[src/rtl/csa_resolve_seq.sv]
// ============================================================================
// Module   : csa_resolve_seq
// Purpose  : Final carry-propagate stage for the multiplier carry-save tree.
//            Resolves one (sum, carry) vector pair to binary, CHUNK bits per
//            cycle, LSB chunk first, with a registered inter-chunk carry.
// Options  : CSA_RESOLVE_EARLY_DONE_EN - finish as soon as the remaining
//            upper bits of both vectors are zero and no carry is pending.
// Revision : 1.0 - initial release
// ============================================================================
`default_nettype none

module csa_resolve_seq #(
  parameter int WIDTH = 38,
  parameter int CHUNK = 8
) (
  input  logic             clk,
  input  logic             rst_n,
  input  logic             in_valid,
  output logic             in_ready,
  input  logic [WIDTH-1:0] sum_vec,
  input  logic [WIDTH-1:0] carry_vec,
  output logic             out_valid,
  input  logic             out_ready,
  output logic [WIDTH:0]   result
);

  localparam int NCHUNK = (WIDTH + CHUNK - 1) / CHUNK;
  localparam int EXT    = NCHUNK * CHUNK;
  localparam int IDX_W  = (NCHUNK > 1) ? $clog2(NCHUNK) : 1;

  localparam logic [1:0] S_IDLE = 2'd0;
  localparam logic [1:0] S_RUN  = 2'd1;
  localparam logic [1:0] S_DONE = 2'd2;

  logic [1:0]       r_state;
  logic [1:0]       w_state_next;
  logic [EXT-1:0]   r_sum;
  logic [EXT-1:0]   r_carry;
  // Bit EXT holds the carry out of the last chunk; when WIDTH is a whole
  // number of chunks it becomes result[WIDTH], otherwise it is always zero.
  logic [EXT:0]     r_res;
  logic [EXT:0]     w_res_next;
  logic             r_c;
  logic [IDX_W-1:0] r_idx;

  logic [CHUNK-1:0] w_sum_chunk;
  logic [CHUNK-1:0] w_carry_chunk;
  logic [CHUNK:0]   w_add;
  logic             w_last;
  logic             w_early;

  // Pick the operand chunks addressed by the current index.
  always_comb begin
    w_sum_chunk   = '0;
    w_carry_chunk = '0;
    for (int k = 0; k < NCHUNK; k++) begin
      if (r_idx == IDX_W'(k)) begin
        w_sum_chunk   = r_sum[k*CHUNK +: CHUNK];
        w_carry_chunk = r_carry[k*CHUNK +: CHUNK];
      end
    end
  end

  assign w_add  = {1'b0, w_sum_chunk} + {1'b0, w_carry_chunk} + {{CHUNK{1'b0}}, r_c};
  assign w_last = (r_idx == IDX_W'(NCHUNK - 1));

`ifdef CSA_RESOLVE_EARLY_DONE_EN
  logic [EXT-1:0] w_or;
  logic           w_upper_zero;

  assign w_or = r_sum | r_carry;

  // Nothing left to add above the current chunk in either vector.
  always_comb begin
    w_upper_zero = 1'b1;
    for (int b = 0; b < EXT; b++) begin
      if ((b >= (int'(r_idx) + 1) * CHUNK) && w_or[b]) begin
        w_upper_zero = 1'b0;
      end
    end
  end

  assign w_early = w_upper_zero && !w_add[CHUNK];
`else
  assign w_early = 1'b0;
`endif

  // Merge the freshly added chunk into the accumulated result.
  always_comb begin
    w_res_next = r_res;
    for (int k = 0; k < NCHUNK; k++) begin
      if (r_idx == IDX_W'(k)) begin
        w_res_next[k*CHUNK +: CHUNK] = w_add[CHUNK-1:0];
      end
    end
    if (w_last) begin
      w_res_next[EXT] = w_add[CHUNK];
    end
  end

  // State register.
  always_ff @(posedge clk or negedge rst_n) begin
    if (!rst_n) begin
      r_state <= S_IDLE;
    end else begin
      r_state <= w_state_next;
    end
  end

  // Next-state decode.
  always_comb begin
    w_state_next = r_state;
    case (r_state)
      S_IDLE:  if (in_valid)          w_state_next = S_RUN;
      S_RUN:   if (w_last || w_early) w_state_next = S_DONE;
      S_DONE:  if (out_ready)         w_state_next = S_IDLE;
      default:                        w_state_next = S_IDLE;
    endcase
  end

  // Handshake outputs depend only on the state.
  always_comb begin
    in_ready  = 1'b0;
    out_valid = 1'b0;
    case (r_state)
      S_IDLE:  in_ready  = 1'b1;
      S_DONE:  out_valid = 1'b1;
      default: begin
        in_ready  = 1'b0;
        out_valid = 1'b0;
      end
    endcase
  end

  // Operand capture and chunk-serial accumulation.
  always_ff @(posedge clk or negedge rst_n) begin
    if (!rst_n) begin
      r_sum   <= '0;
      r_carry <= '0;
      r_res   <= '0;
      r_c     <= 1'b0;
      r_idx   <= '0;
    end else begin
      case (r_state)
        S_IDLE: begin
          if (in_valid) begin
            r_sum   <= EXT'(sum_vec);
            r_carry <= EXT'(carry_vec);
            r_res   <= '0;
            r_c     <= 1'b0;
            r_idx   <= '0;
          end
        end
        S_RUN: begin
          r_res <= w_res_next;
          r_c   <= w_add[CHUNK];
          if (!w_last) begin
            r_idx <= r_idx + IDX_W'(1);
          end
        end
        default: begin
          r_res <= r_res;
        end
      endcase
    end
  end

  assign result = r_res[WIDTH:0];

  generate
    if (EXT > WIDTH) begin : g_pad
      logic w_unused_pad;
      assign w_unused_pad = ^r_res[EXT:WIDTH+1];
    end
  endgenerate

endmodule

`default_nettype wire

[config.mk]
export PLATFORM = sky130hd
export DESIGN_NAME = csa_resolve_seq
export DESIGN_NICKNAME = d
export VERILOG_FILES = /design/src/rtl/csa_resolve_seq.sv
export SDC_FILE = /design/constraint.sdc
export NUM_CORES = 1
export LEC_CHECK = 0
export BUFFER_PORTS_ARGS = -buffer_cell sky130_fd_sc_hd__buf_2
export CAP_MARGIN = 20
export CORE_UTILIZATION = 45
export DETAILED_ROUTE_END_ITERATION = 8
export PLACE_DENSITY_LB_ADDON = 0.3
export SETUP_SLACK_MARGIN = 0.05
export SLEW_MARGIN = 20
export SYNTH_ARGS = -nofsm -noshare
export SYNTH_HDL_FRONTEND = slang
export SYNTH_SLANG_ARGS = --single-unit
[constraint.sdc]
create_clock -name clk -period 4.9 [get_ports clk]
set_clock_uncertainty 0.2 [all_clocks]
set_input_delay 0.245 -clock clk [delete_from_list [all_inputs] [get_ports clk]]
set_output_delay 0.245 -clock clk [all_outputs]
set_load 0.05 [all_outputs]
==> results.md <==
* Run status: finished, final reports clean
* Arrival time worst endpoint at 4170 ps
* # IOs at approximately 120
* Adder-cell area share of the yosys netlist at 0.0333
* Pre-CTS setup slack at slightly above 900 ps
* Port Buffers at 120
* R2R Setup Slk at 890 ps
* Cell chain of the critical path: inv_1 > ha_1 > nor2b_1 > a221oi_1 > fa_1 > inv_1 > fa_1 > a211o_1 > a21o_1 > a211oi_2 > nor3_2 > mux2_2
* Final Worst Setup Slack at a little under 900 ps
* Final worst path period share at 0.818
* Die height at ~110 um
* Clock Latency Late Sink at between 400 and 500 ps
* Largest net degree at the start of global routing at between 70 and 80
* DP Area at 6430 um2
* R2r worst-path depth at 12
* Routability cong. at just over 0.8
* Min-delay src: r_res[17]
* Vias/cell at 5.16
* Total track usage at 0.259
* Critical path startpoint category: flop
* Layout filler cell count at about 1.0k
* Worst-margin pin slew at between 1000 and 1500 ps
* Gates resized, CTS repair at 0
* Worst hold endpoint: r_res[17]
* EDFF count, synth at 0
* Max-Cap Viols at 0
* GRT overflow at 0
* Synth Warn # at 0
* Mapped Nets at 750
* Endpoints failing hold at 0
* CTS hold repair buffers at 79
* Clk slew on worst S/H paths at 60 ps
* Main combinational cell family by area after synthesis: simple AND/OR/NAND/NOR gates
* Die area at ~13,000 um2
* Hold WC Path Type: reg -> reg
* Compound-Gate Fraction of Synth Area at 0.142
* Synth Area in Simple Gates at 0.247
* Root Buffer: clkbuf_16
* Synth unique cells at between 40 and 50
* Rows at 40
* Required time of the critical path at approximately 5000 ps
* Routed via count at 5,298
* Crit. End Element: flop
* Sequential area share after synthesis at 0.530
* Post-CTS Setup Inserts at 0
* # diodes at 0
* Antenna violations before repair at 0
* Starting Density at 0.468
* TritonCTS buffer count at 17
* Bufs on Longest Clock Path at 2
* Reg2reg start: r_idx[2]
* Drc violations at 0
* RSZ-0062 raised after global routing: no
* Final net count at 939
* Cell Area, Synth at roughly 5700 um2
* Syn Inst Count at 656
* Design Area, Final at just under 8000 um2
* Share of cells above drive strength 1 at 0.206
* Worst vdd ir at roughly 0.3 mV
* DP HPWL at between 10,000 and 15,000 um
* First-pass iteration count of the detailed router at 5
* H-tree depth at 4
* Synth-to-Final Area Change at 36.3%
* Mapped Avg Cell Area at 8.71 um2
* Vias in the first global route at between 5k and 6k
* Core ar. at approximately 12,000 um2
* Crit-path slowest cell: nor2b_1
* Min cycle time layout at about 4000 ps
* Design Power at 5.51 mW
* DIE WIDTH at ~110 um
* Final wirelength at 16,000 um
* TritonCTS clock tree: built
* DRT iter0 DRCs at between 200 and 250
* WHS Path Cells at 2
* Critical path's largest stage delay at 840 ps
* Worst-path fanout max at 15
* WL per Instance at 15.6 um
* Crit Path Class: reg -> reg
* Leakage dissipation at 4.05 nW
* Post-synthesis mux area share at 0.0116
* Fmax at between 200 and 250 MHz
* Max-slew headroom at 0.317
* Post-route ant nets at 0
* Clk sinks at ~120
* Fin Hold WS at about 270 ps
* Max-slew violations at 0
* Seq cells post-synth at ~120
* Synth Flop Type: dfrtp_1
* Cell Pwr Density at just over 700 nW/um2
* XOR/XNOR share of the synthesized area at 0.00306
* Reg-to-reg endpoint: r_res[22]
* Synth async-reset ratio at 1.00
* Final setup fails at 0
* Total negative setup slack at 0 ps
* First-pass GRT wire length at 25,600 um
layout make-up:
cell class	count	area, um2	area share
clock buffer	20	447	0.0573
clock inverter	12	126	0.0162
inverter	8	30.0	0.00385
multi-input combinational	491	2500	0.321
sequential	121	3030	0.389
tap	168	210	0.0270
timing repair buffer	206	1450	0.186
synthesized netlist by cell type, types with 2 or more instances:
library cell,instances,area share
xor2_1,2,0.0031
buf_1,4,0.0026
a31o_2,3,0.0046
ha_1,12,0.026
and2_1,2,0.0022
a221oi_1,2,0.0031
dfrtp_1,121,0.53
and3_1,5,0.0055
nand3_1,7,0.0061
buf_2,8,0.0070
a221o_1,10,0.018
mux2_2,5,0.0099
clkbuf_1,21,0.014
nand3b_1,4,0.0053
nor2b_1,4,0.0044
nor2_1,23,0.015
a22o_1,19,0.029
a32o_1,2,0.0035
nand2_1,287,0.19
nand2b_1,2,0.0022
a21oi_1,23,0.020
a211oi_2,2,0.0044
o21ai_0,50,0.044
o21a_1,4,0.0053
nor3_1,2,0.0018
a21o_1,3,0.0039
nor2_4,4,0.0079
fa_1,2,0.0070
buf_4,3,0.0039
inv_1,8,0.0053
sequential cells by signal, summed over array words and instances, names as in the netlist:
register / cells
r_state: 2
r_idx: 3
r_res: 39
r_carry: 38
r_c: 1
r_sum: 38
worst max-delay path: cells and delay by family, from the launching register on:
family / cells / cell delay [ps]
buffers and inverters: 2 / 280
AO/OA/AOI/OAI: 4 / 680
flip-flops: 1 / 440
multiplexers: 1 / 220
AND/OR/NAND/NOR: 2 / 1130
adder cells (fa/ha/maj): 3 / 1000
cell families after synthesis:
kind of cell / count (synthesis)
AO/OA/AOI/OAI: 123
buffers and inverters: 44
XOR/XNOR: 2
adder cells (fa/ha/maj): 14
flip-flops: 121
AND/OR/NAND/NOR: 346
multiplexers: 6
placed cells by master, fill, tap and decap left out, types with 2 or more instances in the layout:
master         count
clkinv_2           4
nand3b_1           4
nor2_4             4
a31o_2             3
a21oi_1           23
a22o_1            19
nor2b_1            4
inv_1              8
o21ai_0           50
and3_1             5
a21o_1             3
dfrtp_1          121
clkinvlp_4         5
dlygate4sd3_1     79
clkbuf_1           2
a221o_1           10
clkbuf_16         17
fa_1               2
buf_2            119
nand3_1            7
nand2_1          286
nor2_1            23
bufinv_16          2
ha_1              12
nand2b_1           2
nor3_1             2
xor2_1             2
a32o_1             2
o21a_1             4
a211oi_2           2
mux2_2             5
buf_4              8
a221oi_1           2
stage by stage:
step                      utilization  std cells
final                           0.638       1026
after detailed placement        0.526        915
after CTS                       0.638       1026
after floorplan                     -        656
after global routing            0.638       1026
after global placement          0.526        915
where the power goes:
group          internal [mW]  switching [mW]  leakage, nW
registers               1.42           0.290         1.54
logic                  0.876            1.72         2.24
clock network          0.756           0.444        0.268
metal layers:
metal	up-vias	routed length [um]	track usage
li1	2547	-	-
met1	2551	6990	0.322
met2	165	8020	0.445
met3	35	628	0.0551
met4	0	376	0.100
met5	-	0	0
worst max path at each step:
stage                      endpoint  slack (ps)  startpoint  depth (start not counted)
after floorplan           r_res[14]        1150    r_idx[0]                         14
after global placement     r_res[6]        1050    r_idx[0]                         14
after detailed placement  r_res[22]         920    r_idx[0]                         14
after CTS                 r_res[22]         930    r_idx[0]                         14
after global routing      r_res[22]         670    r_idx[2]                         12
final                     r_res[22]         890    r_idx[2]                         12
Power figures use the tool's default switching activity.
